[config.mk]
export PLATFORM = sky130hd
export DESIGN_NAME = axi_stream_write_fifo_flat
export DESIGN_NICKNAME = d
export VERILOG_FILES = /design/src/rtl/axi_stream_write_fifo_if.sv /design/src/rtl/axi_stream_write_fifo.sv /design/src/flat_wrapper.sv
export SDC_FILE = /design/constraint.sdc
export NUM_CORES = 1
export LEC_CHECK = 0
export CAP_MARGIN = 20
export CORE_ASPECT_RATIO = 1.2
export CORE_MARGIN = 5
export CORE_UTILIZATION = 62
export CTS_BUF_LIST = sky130_fd_sc_hd__clkbuf_8
export CTS_CLUSTER_SIZE = 28
export DETAILED_ROUTE_END_ITERATION = 6
export PLACE_DENSITY = 0.88
export SLEW_MARGIN = 20
export SYNTH_ARGS = -nofsm -noshare
export SYNTH_HDL_FRONTEND = slang
export SYNTH_SLANG_ARGS = --single-unit
[constraint.sdc]
create_clock -name i_clk -period 3.8 [get_ports i_clk]
set_clock_uncertainty 0.15 [all_clocks]
set_input_delay 0.38 -clock i_clk [delete_from_list [all_inputs] [get_ports i_clk]]
set_output_delay 0.38 -clock i_clk [all_outputs]
set_load 0.02 [all_outputs]
[src/rtl/axi_stream_write_fifo_if.sv]
// AXI-Stream master bundle driven by the transmit FIFO.
// The master modport drives payload and TVALID; the slave modport drives TREADY.
interface axi_stream_write_fifo_if #(
    parameter int BUS_WIDTH  = 64,
    parameter int DEST_WIDTH = 8,
    parameter int ID_WIDTH   = 8
) ();
    logic                    tvalid;
    logic                    tready;
    logic [BUS_WIDTH-1:0]    tdata;
    logic [BUS_WIDTH/8-1:0]  tkeep;
    logic [DEST_WIDTH-1:0]   tdest;
    logic [ID_WIDTH-1:0]     tid;
    logic                    tlast;

    modport master (
        output tvalid,
        output tdata,
        output tkeep,
        output tdest,
        output tid,
        output tlast,
        input  tready
    );

    modport slave (
        input  tvalid,
        input  tdata,
        input  tkeep,
        input  tdest,
        input  tid,
        input  tlast,
        output tready
    );
endinterface

[src/rtl/axi_stream_write_fifo.sv]
// Buffered AXI-Stream transmitter.
// A DEPTH-entry circular buffer of beats (data/keep/last/dest/id) that accepts one
// beat per clock from the packetiser and presents the head entry on the AXIS bus.
// The payload is always driven from storage registers, so there is no path from the
// push inputs to the bus; a beat pushed into an empty FIFO appears one cycle later.
// Status outputs (ready/idle/count/valid) are registered from the next-count value.
module axi_stream_write_fifo #(
    parameter int BUS_WIDTH  = 64,
    parameter int DEPTH      = 4,
    parameter int DEST_WIDTH = 8,
    parameter int ID_WIDTH   = 8,
    parameter int CNT_WIDTH  = 16
) (
    input  logic                       i_clk,
    input  logic                       i_aresetn,

    input  logic                       i_enable,
    output logic                       o_ready,
    output logic                       o_idle,
    output logic [$clog2(DEPTH):0]     o_count,
    input  logic [BUS_WIDTH-1:0]       i_data_to_transmit,
    input  logic [BUS_WIDTH/8-1:0]     i_tkeep,
    input  logic                       i_tlast,
    input  logic [DEST_WIDTH-1:0]      i_tdest,
    input  logic [ID_WIDTH-1:0]        i_tid,

    output logic                       o_overflow,
    output logic [CNT_WIDTH-1:0]       o_pkt_count,

    axi_stream_write_fifo_if.master    m_axis
);

    localparam int AW = $clog2(DEPTH);
    localparam int CW = AW + 1;
    localparam int KW = BUS_WIDTH / 8;

    // Beat storage, one array per field.
    logic [BUS_WIDTH-1:0]  r_mem_data [DEPTH];
    logic [KW-1:0]         r_mem_keep [DEPTH];
    logic                  r_mem_last [DEPTH];
    logic [DEST_WIDTH-1:0] r_mem_dest [DEPTH];
    logic [ID_WIDTH-1:0]   r_mem_id   [DEPTH];

    logic [AW-1:0]         r_wr_ptr;
    logic [AW-1:0]         r_rd_ptr;
    logic [CW-1:0]         r_count;

    logic                  r_ready;
    logic                  r_idle;
    logic                  r_tvalid;
    logic                  r_overflow;
    logic [CNT_WIDTH-1:0]  r_pkt_count;

    logic                  w_push;
    logic                  w_pop;
    logic                  w_drop;
    logic                  w_head_last;
    logic [CW-1:0]         w_count_next;

    // Handshake qualification. Push depends only on the registered ready, so a
    // pop in the same cycle never frees a slot for a push while full.
    always_comb begin
        w_push      = i_enable && r_ready;
        w_drop      = i_enable && !r_ready;
        w_pop       = r_tvalid && m_axis.tready;
        w_head_last = r_mem_last[r_rd_ptr];
    end

    // Occupancy next-state: push and pop together leave the count unchanged.
    always_comb begin
        w_count_next = r_count;
        if (w_push && !w_pop) begin
            w_count_next = r_count + CW'(1);
        end else if (!w_push && w_pop) begin
            w_count_next = r_count - CW'(1);
        end
    end

    // Beat storage write; entries are cleared on reset so the idle payload is zero.
    always_ff @(posedge i_clk or negedge i_aresetn) begin
        if (!i_aresetn) begin
            for (int i = 0; i < DEPTH; i++) begin
                r_mem_data[i] <= '0;
                r_mem_keep[i] <= '0;
                r_mem_last[i] <= 1'b0;
                r_mem_dest[i] <= '0;
                r_mem_id[i]   <= '0;
            end
        end else if (w_push) begin
            r_mem_data[r_wr_ptr] <= i_data_to_transmit;
            r_mem_keep[r_wr_ptr] <= i_tkeep;
            r_mem_last[r_wr_ptr] <= i_tlast;
            r_mem_dest[r_wr_ptr] <= i_tdest;
            r_mem_id[r_wr_ptr]   <= i_tid;
        end
    end

    // Read/write pointers; DEPTH is a power of two so they wrap naturally.
    always_ff @(posedge i_clk or negedge i_aresetn) begin
        if (!i_aresetn) begin
            r_wr_ptr <= '0;
            r_rd_ptr <= '0;
        end else begin
            if (w_push) begin
                r_wr_ptr <= r_wr_ptr + AW'(1);
            end
            if (w_pop) begin
                r_rd_ptr <= r_rd_ptr + AW'(1);
            end
        end
    end

    // Occupancy and registered status derived from the next count.
    always_ff @(posedge i_clk or negedge i_aresetn) begin
        if (!i_aresetn) begin
            r_count  <= '0;
            r_ready  <= 1'b1;
            r_idle   <= 1'b1;
            r_tvalid <= 1'b0;
        end else begin
            r_count  <= w_count_next;
            r_ready  <= (w_count_next != CW'(DEPTH));
            r_idle   <= (w_count_next == '0);
            r_tvalid <= (w_count_next != '0);
        end
    end

    // Sticky overflow: any push attempt while full, cleared only by reset.
    always_ff @(posedge i_clk or negedge i_aresetn) begin
        if (!i_aresetn) begin
            r_overflow <= 1'b0;
        end else if (w_drop) begin
            r_overflow <= 1'b1;
        end
    end

    // Transmitted-packet counter: counts TLAST beats accepted by the fabric, wrapping.
    always_ff @(posedge i_clk or negedge i_aresetn) begin
        if (!i_aresetn) begin
            r_pkt_count <= '0;
        end else if (w_pop && w_head_last) begin
            r_pkt_count <= r_pkt_count + CNT_WIDTH'(1);
        end
    end

    // Outputs: payload is the head entry, selected by the registered read pointer.
    always_comb begin
        m_axis.tvalid = r_tvalid;
        m_axis.tdata  = r_mem_data[r_rd_ptr];
        m_axis.tkeep  = r_mem_keep[r_rd_ptr];
        m_axis.tlast  = r_mem_last[r_rd_ptr];
        m_axis.tdest  = r_mem_dest[r_rd_ptr];
        m_axis.tid    = r_mem_id[r_rd_ptr];
        o_ready       = r_ready;
        o_idle        = r_idle;
        o_count       = r_count;
        o_overflow    = r_overflow;
        o_pkt_count   = r_pkt_count;
    end

endmodule
[src/flat_wrapper.sv]
// flat-port wrapper written by rule: the top's interface ports become plain ports
module axi_stream_write_fifo_flat 
#(
    parameter int BUS_WIDTH  = 64,
    parameter int DEPTH      = 4,
    parameter int DEST_WIDTH = 8,
    parameter int ID_WIDTH   = 8,
    parameter int CNT_WIDTH  = 16
)
  (i_clk, i_aresetn, i_enable, o_ready, o_idle, o_count, i_data_to_transmit, i_tkeep, i_tlast, i_tdest, i_tid, o_overflow, o_pkt_count, m_axis_tvalid, m_axis_tdata, m_axis_tkeep, m_axis_tdest, m_axis_tid, m_axis_tlast, m_axis_tready);
  axi_stream_write_fifo_if #(.BUS_WIDTH(BUS_WIDTH), .DEST_WIDTH(DEST_WIDTH), .ID_WIDTH(ID_WIDTH)) m_axis_i ();
  input  logic i_clk;
  input  logic i_aresetn;
  input  logic i_enable;
  output logic o_ready;
  output logic o_idle;
  output logic [$clog2(DEPTH):0] o_count;
  input  logic [BUS_WIDTH-1:0] i_data_to_transmit;
  input  logic [BUS_WIDTH/8-1:0] i_tkeep;
  input  logic i_tlast;
  input  logic [DEST_WIDTH-1:0] i_tdest;
  input  logic [ID_WIDTH-1:0] i_tid;
  output logic o_overflow;
  output logic [CNT_WIDTH-1:0] o_pkt_count;
  output wire logic [$bits(m_axis_i.tvalid)-1:0] m_axis_tvalid;
  output wire logic [$bits(m_axis_i.tdata)-1:0] m_axis_tdata;
  output wire logic [$bits(m_axis_i.tkeep)-1:0] m_axis_tkeep;
  output wire logic [$bits(m_axis_i.tdest)-1:0] m_axis_tdest;
  output wire logic [$bits(m_axis_i.tid)-1:0] m_axis_tid;
  output wire logic [$bits(m_axis_i.tlast)-1:0] m_axis_tlast;
  input wire logic [$bits(m_axis_i.tready)-1:0] m_axis_tready;
  assign m_axis_tvalid = m_axis_i.tvalid;
  assign m_axis_tdata = m_axis_i.tdata;
  assign m_axis_tkeep = m_axis_i.tkeep;
  assign m_axis_tdest = m_axis_i.tdest;
  assign m_axis_tid = m_axis_i.tid;
  assign m_axis_tlast = m_axis_i.tlast;
  assign m_axis_i.tready = m_axis_tready;
  axi_stream_write_fifo #(.BUS_WIDTH(BUS_WIDTH), .DEPTH(DEPTH), .DEST_WIDTH(DEST_WIDTH), .ID_WIDTH(ID_WIDTH), .CNT_WIDTH(CNT_WIDTH)) u_core (.i_clk(i_clk), .i_aresetn(i_aresetn), .i_enable(i_enable), .o_ready(o_ready), .o_idle(o_idle), .o_count(o_count), .i_data_to_transmit(i_data_to_transmit), .i_tkeep(i_tkeep), .i_tlast(i_tlast), .i_tdest(i_tdest), .i_tid(i_tid), .o_overflow(o_overflow), .o_pkt_count(o_pkt_count), .m_axis(m_axis_i));
endmodule
==> flow_metrics.env <==
export IMPL_via_per_inst=5.88
export IMPL_routedWlPerCell_um=21.6
export IMPL_postCtsSetupRepairBufs=0
export IMPL_hold_viol=0
export IMPL_num_rows=65
export IMPL_combPwrFrac_pct=47.3
export IMPL_ys_async_sr_fraction_pct=100
export IMPL_hpwl_mm=21.9
export IMPL_swShare_pct=33.5
export IMPL_ctsResizeCount=0
export IMPL_gp_congestion=0.743
export IMPL_regToRegSetupSlack_ps=1390
export IMPL_cp_arrival_ps=2700
export IMPL_p_clk_share_pct=15.6
export IMPL_yosysMostFrequentCell="dfrtp_1"
export IMPL_grt_max_degree=122
export IMPL_drv_cap=0
export IMPL_grt_pass1_vias=10567
export IMPL_synth_top_area_share_pct=57.5
export IMPL_yosysTopAreaCell="dfrtp_1"
export IMPL_crit_required_ps=3270
export IMPL_yosysSeqAreaShare_pct=57.8
export IMPL_n_antenna_cell=0
export IMPL_rsz0062_at_grt="false"
export IMPL_min_from="u_core.o_overflow$_DFFE_PN0P_"
export IMPL_grt_antenna_before_repair=1
export IMPL_start_kind="register"
export IMPL_cts_root_buf="clkbuf_8"
export IMPL_synth_edf_count=0
export IMPL_fin_tns_setup_ps=0
export IMPL_maxSlewViolCount=0
export IMPL_endpoint_kind="output port"
export IMPL_r2r_start="u_core.r_rd_ptr[0]$_DFFE_PN0N_"
export IMPL_netlist_top_cells_area="dfrtp_1, mux2_2, mux4_2"
export IMPL_io_buffers=204
export IMPL_critPathLaunch="u_core.r_rd_ptr[0]$_DFFE_PN0N_"
export IMPL_critPathMaxFanout=44
export IMPL_period_share_pct=85.1
export IMPL_core_um2=26400
export IMPL_path_buf_inv=2
export IMPL_drive_above_1_share_pct=43.8
export IMPL_internal_power_uw=13000
export IMPL_yosys_top_cells_count="dfrtp_1, mux2_2, mux4_2, buf_2, nand2_1"
export IMPL_io_pins=205
export IMPL_highest_layer="met5"
export IMPL_fin_cells=1583
export IMPL_clockBufferDepth=3
export IMPL_synth_avg_cell_area_um2=16.8
export IMPL_peakVddDrop_uv=615
export IMPL_drc_errors=0
export IMPL_finalCoreUtilization_pct=76.2
export IMPL_nets=1313
export IMPL_die_h_um=189
export IMPL_period_needed_ps=3230
export IMPL_die_area_um2=30100
export IMPL_die_w_um=159
export IMPL_drt_iter0_drc=395
export IMPL_met2WireLength_mm=17.1
export IMPL_crit_family="buffers and inverters"
export IMPL_grt_usage_pct=23.2
export IMPL_cts_made_buffers=59
export IMPL_vias=9312
export IMPL_clk_pin_slew_worst_paths_ps=60
export IMPL_synth_main_ff_cell="dfrtp_1"
export IMPL_syn2layout_area_growth_pct=21.2
export IMPL_clock_sinks=383
export IMPL_syn_area_um2=16600
export IMPL_wl_met3_mm=2.39
export IMPL_setup_violations=0
export IMPL_whs_ps=309
export IMPL_outcome="finished, final reports clean"
export IMPL_clk_insertion_delay_late_ps=580
export IMPL_cp_cell_sequence="buf_12 > mux4_2 > clkdlybuf4s50_1"
export IMPL_yosys_warnings=0
export IMPL_ys_seq_elements=383
export IMPL_p_switching_uw=6570
export IMPL_max_freq_mhz=309
export IMPL_critPathKind="register to output port"
export IMPL_cellPowerDensity_nw_per_um2=975
export IMPL_cts_tree="built"
export IMPL_grt_pass1_wl_mm=56.8
export IMPL_worstMarginPinSlew_ps=959
export IMPL_ant_nets=0
export IMPL_wl_mm=34.2
export IMPL_crit_slowest_cell="mux4_2"
export IMPL_finalPower_uw=19600
export IMPL_syn_instance_count=984
export IMPL_start_util_pct=62.9
export IMPL_synthesis_nets=1084
export IMPL_critical_path_max_stage_delay_ps=580
export IMPL_drt_met1_wl_mm=14.0
export IMPL_holdBufCountCts=1
export IMPL_pwr_share_seq_pct=37.1
export IMPL_hp_class="register to register"
export IMPL_place_inst=1486
export IMPL_first_pass_iters=4
export IMPL_maxSlewHeadroom_pct=36.1
export IMPL_synth_distinct_cells=37
export IMPL_p_leak_uw=0.00860
export IMPL_htree_levels=2
export IMPL_grt_overflow_total=0
==> registers in the layout, summed over array words and instances (netlist names) <==
name / count
u_core.m_axis.tvalid: 1
u_core.o_count: 3
u_core.o_idle: 1
u_core.o_overflow: 1
u_core.o_pkt_count: 16
u_core.o_ready: 1
u_core.r_mem_data: 256
u_core.r_mem_dest: 32
u_core.r_mem_id: 32
u_core.r_mem_keep: 32
u_core.r_mem_last: 4
u_core.r_rd_ptr: 2
u_core.r_wr_ptr: 2
==> cells in the final DEF, fill, tap and decap left out, drive strengths merged <==
cell,netlist,final
o2bb2ai,1,1
buf,50,22
a21oi,1,1
nand3,7,7
clkdlybuf4s50,0,203
nor2,3,3
a2bb2oi,1,1
nor3,5,5
inv,5,30
clkinv,0,4
xnor2,11,11
a21o,1,1
mux4,88,88
clkbuf,8,67
nand3b,1,1
dfrtp,381,381
or3,1,1
and2,3,3
xor2,8,8
dfstp,2,2
o21ai,2,2
dlygate4sd3,0,1
mux2,356,356
ha,7,7
o22ai,2,2
o31ai,1,1
nor3b,1,1
nand2b,1,1
mux2i,3,3
and4,2,2
nand2,20,20
nor4,2,2
and3,3,3
nand4,4,4
o22a,1,1
o211ai,2,2
==> cell type report <==
cell class	instances	area, um2
clock buffers	67	922
clock inverters	29	114
multi-input cells	538	6690
repair buffers	226	2330
well taps	335	419
flip-flops and latches	383	9590
inverters	5	18.8
fillers	1604	6270
==> kinds of logic (layout without fill, tap and decap cells) <==
| kind of cell | after synthesis | after routing | synth area share [%] |
|---|---|---|---|
| buf+inv | 63 | 327 | 1.93 |
| fa+ha+maj | 7 | 7 | 0.528 |
| compound gates | 12 | 12 | 0.506 |
| mux | 447 | 447 | 36.3 |
| simple gates | 53 | 53 | 1.85 |
| flops | 383 | 383 | 57.8 |
| xor+xnor | 19 | 19 | 1.00 |
==> final timing paths <==
kind	endpoint	cells after the start
max in group asynchronous	u_core.r_mem_data[28]$_DFFE_PN0P_	3
worst max-delay path	m_axis_tdata[37]	3
worst min register to register	u_core.o_overflow$_DFFE_PN0P_	1
worst min-delay path	u_core.o_overflow$_DFFE_PN0P_	1
min in group asynchronous	u_core.r_mem_data[239]$_DFFE_PN0P_	2
worst max register to register	u_core.o_pkt_count[11]$_DFFE_PN0P_	5
==> metal layers <==
| layer | vias to the layer above | GRT usage, % |
|---|---|---|
| li1 | 4140 | - |
| met1 | 4873 | 31.0 |
| met2 | 246 | 38.5 |
| met3 | 51 | 6.62 |
| met4 | 2 | 5.64 |
| met5 | - | 0 |
==> power groups by stage <==
stage | registers, uW | logic (uW) | clock network (uW)
floorplan | 6880 | 6230 | 0
global route | 7490 | 9900 | 3340
finish | 7260 | 9270 | 3050
global placement | 7150 | 9170 | 0
detailed placement | 7300 | 9380 | 0
CTS | 7240 | 9420 | 3140
==> through the flow <==
stage | setup slack, ps | cell area [um2]
6_report | 567 | 20100
5_1_grt | 409 | 20100
4_1_cts | 484 | 20100
3_5_place_dp | 1020 | 19000
3_3_place_gp | 1040 | 19000
2_1_floorplan | 1840 | 16600
(Power assumes the default switching activity.)
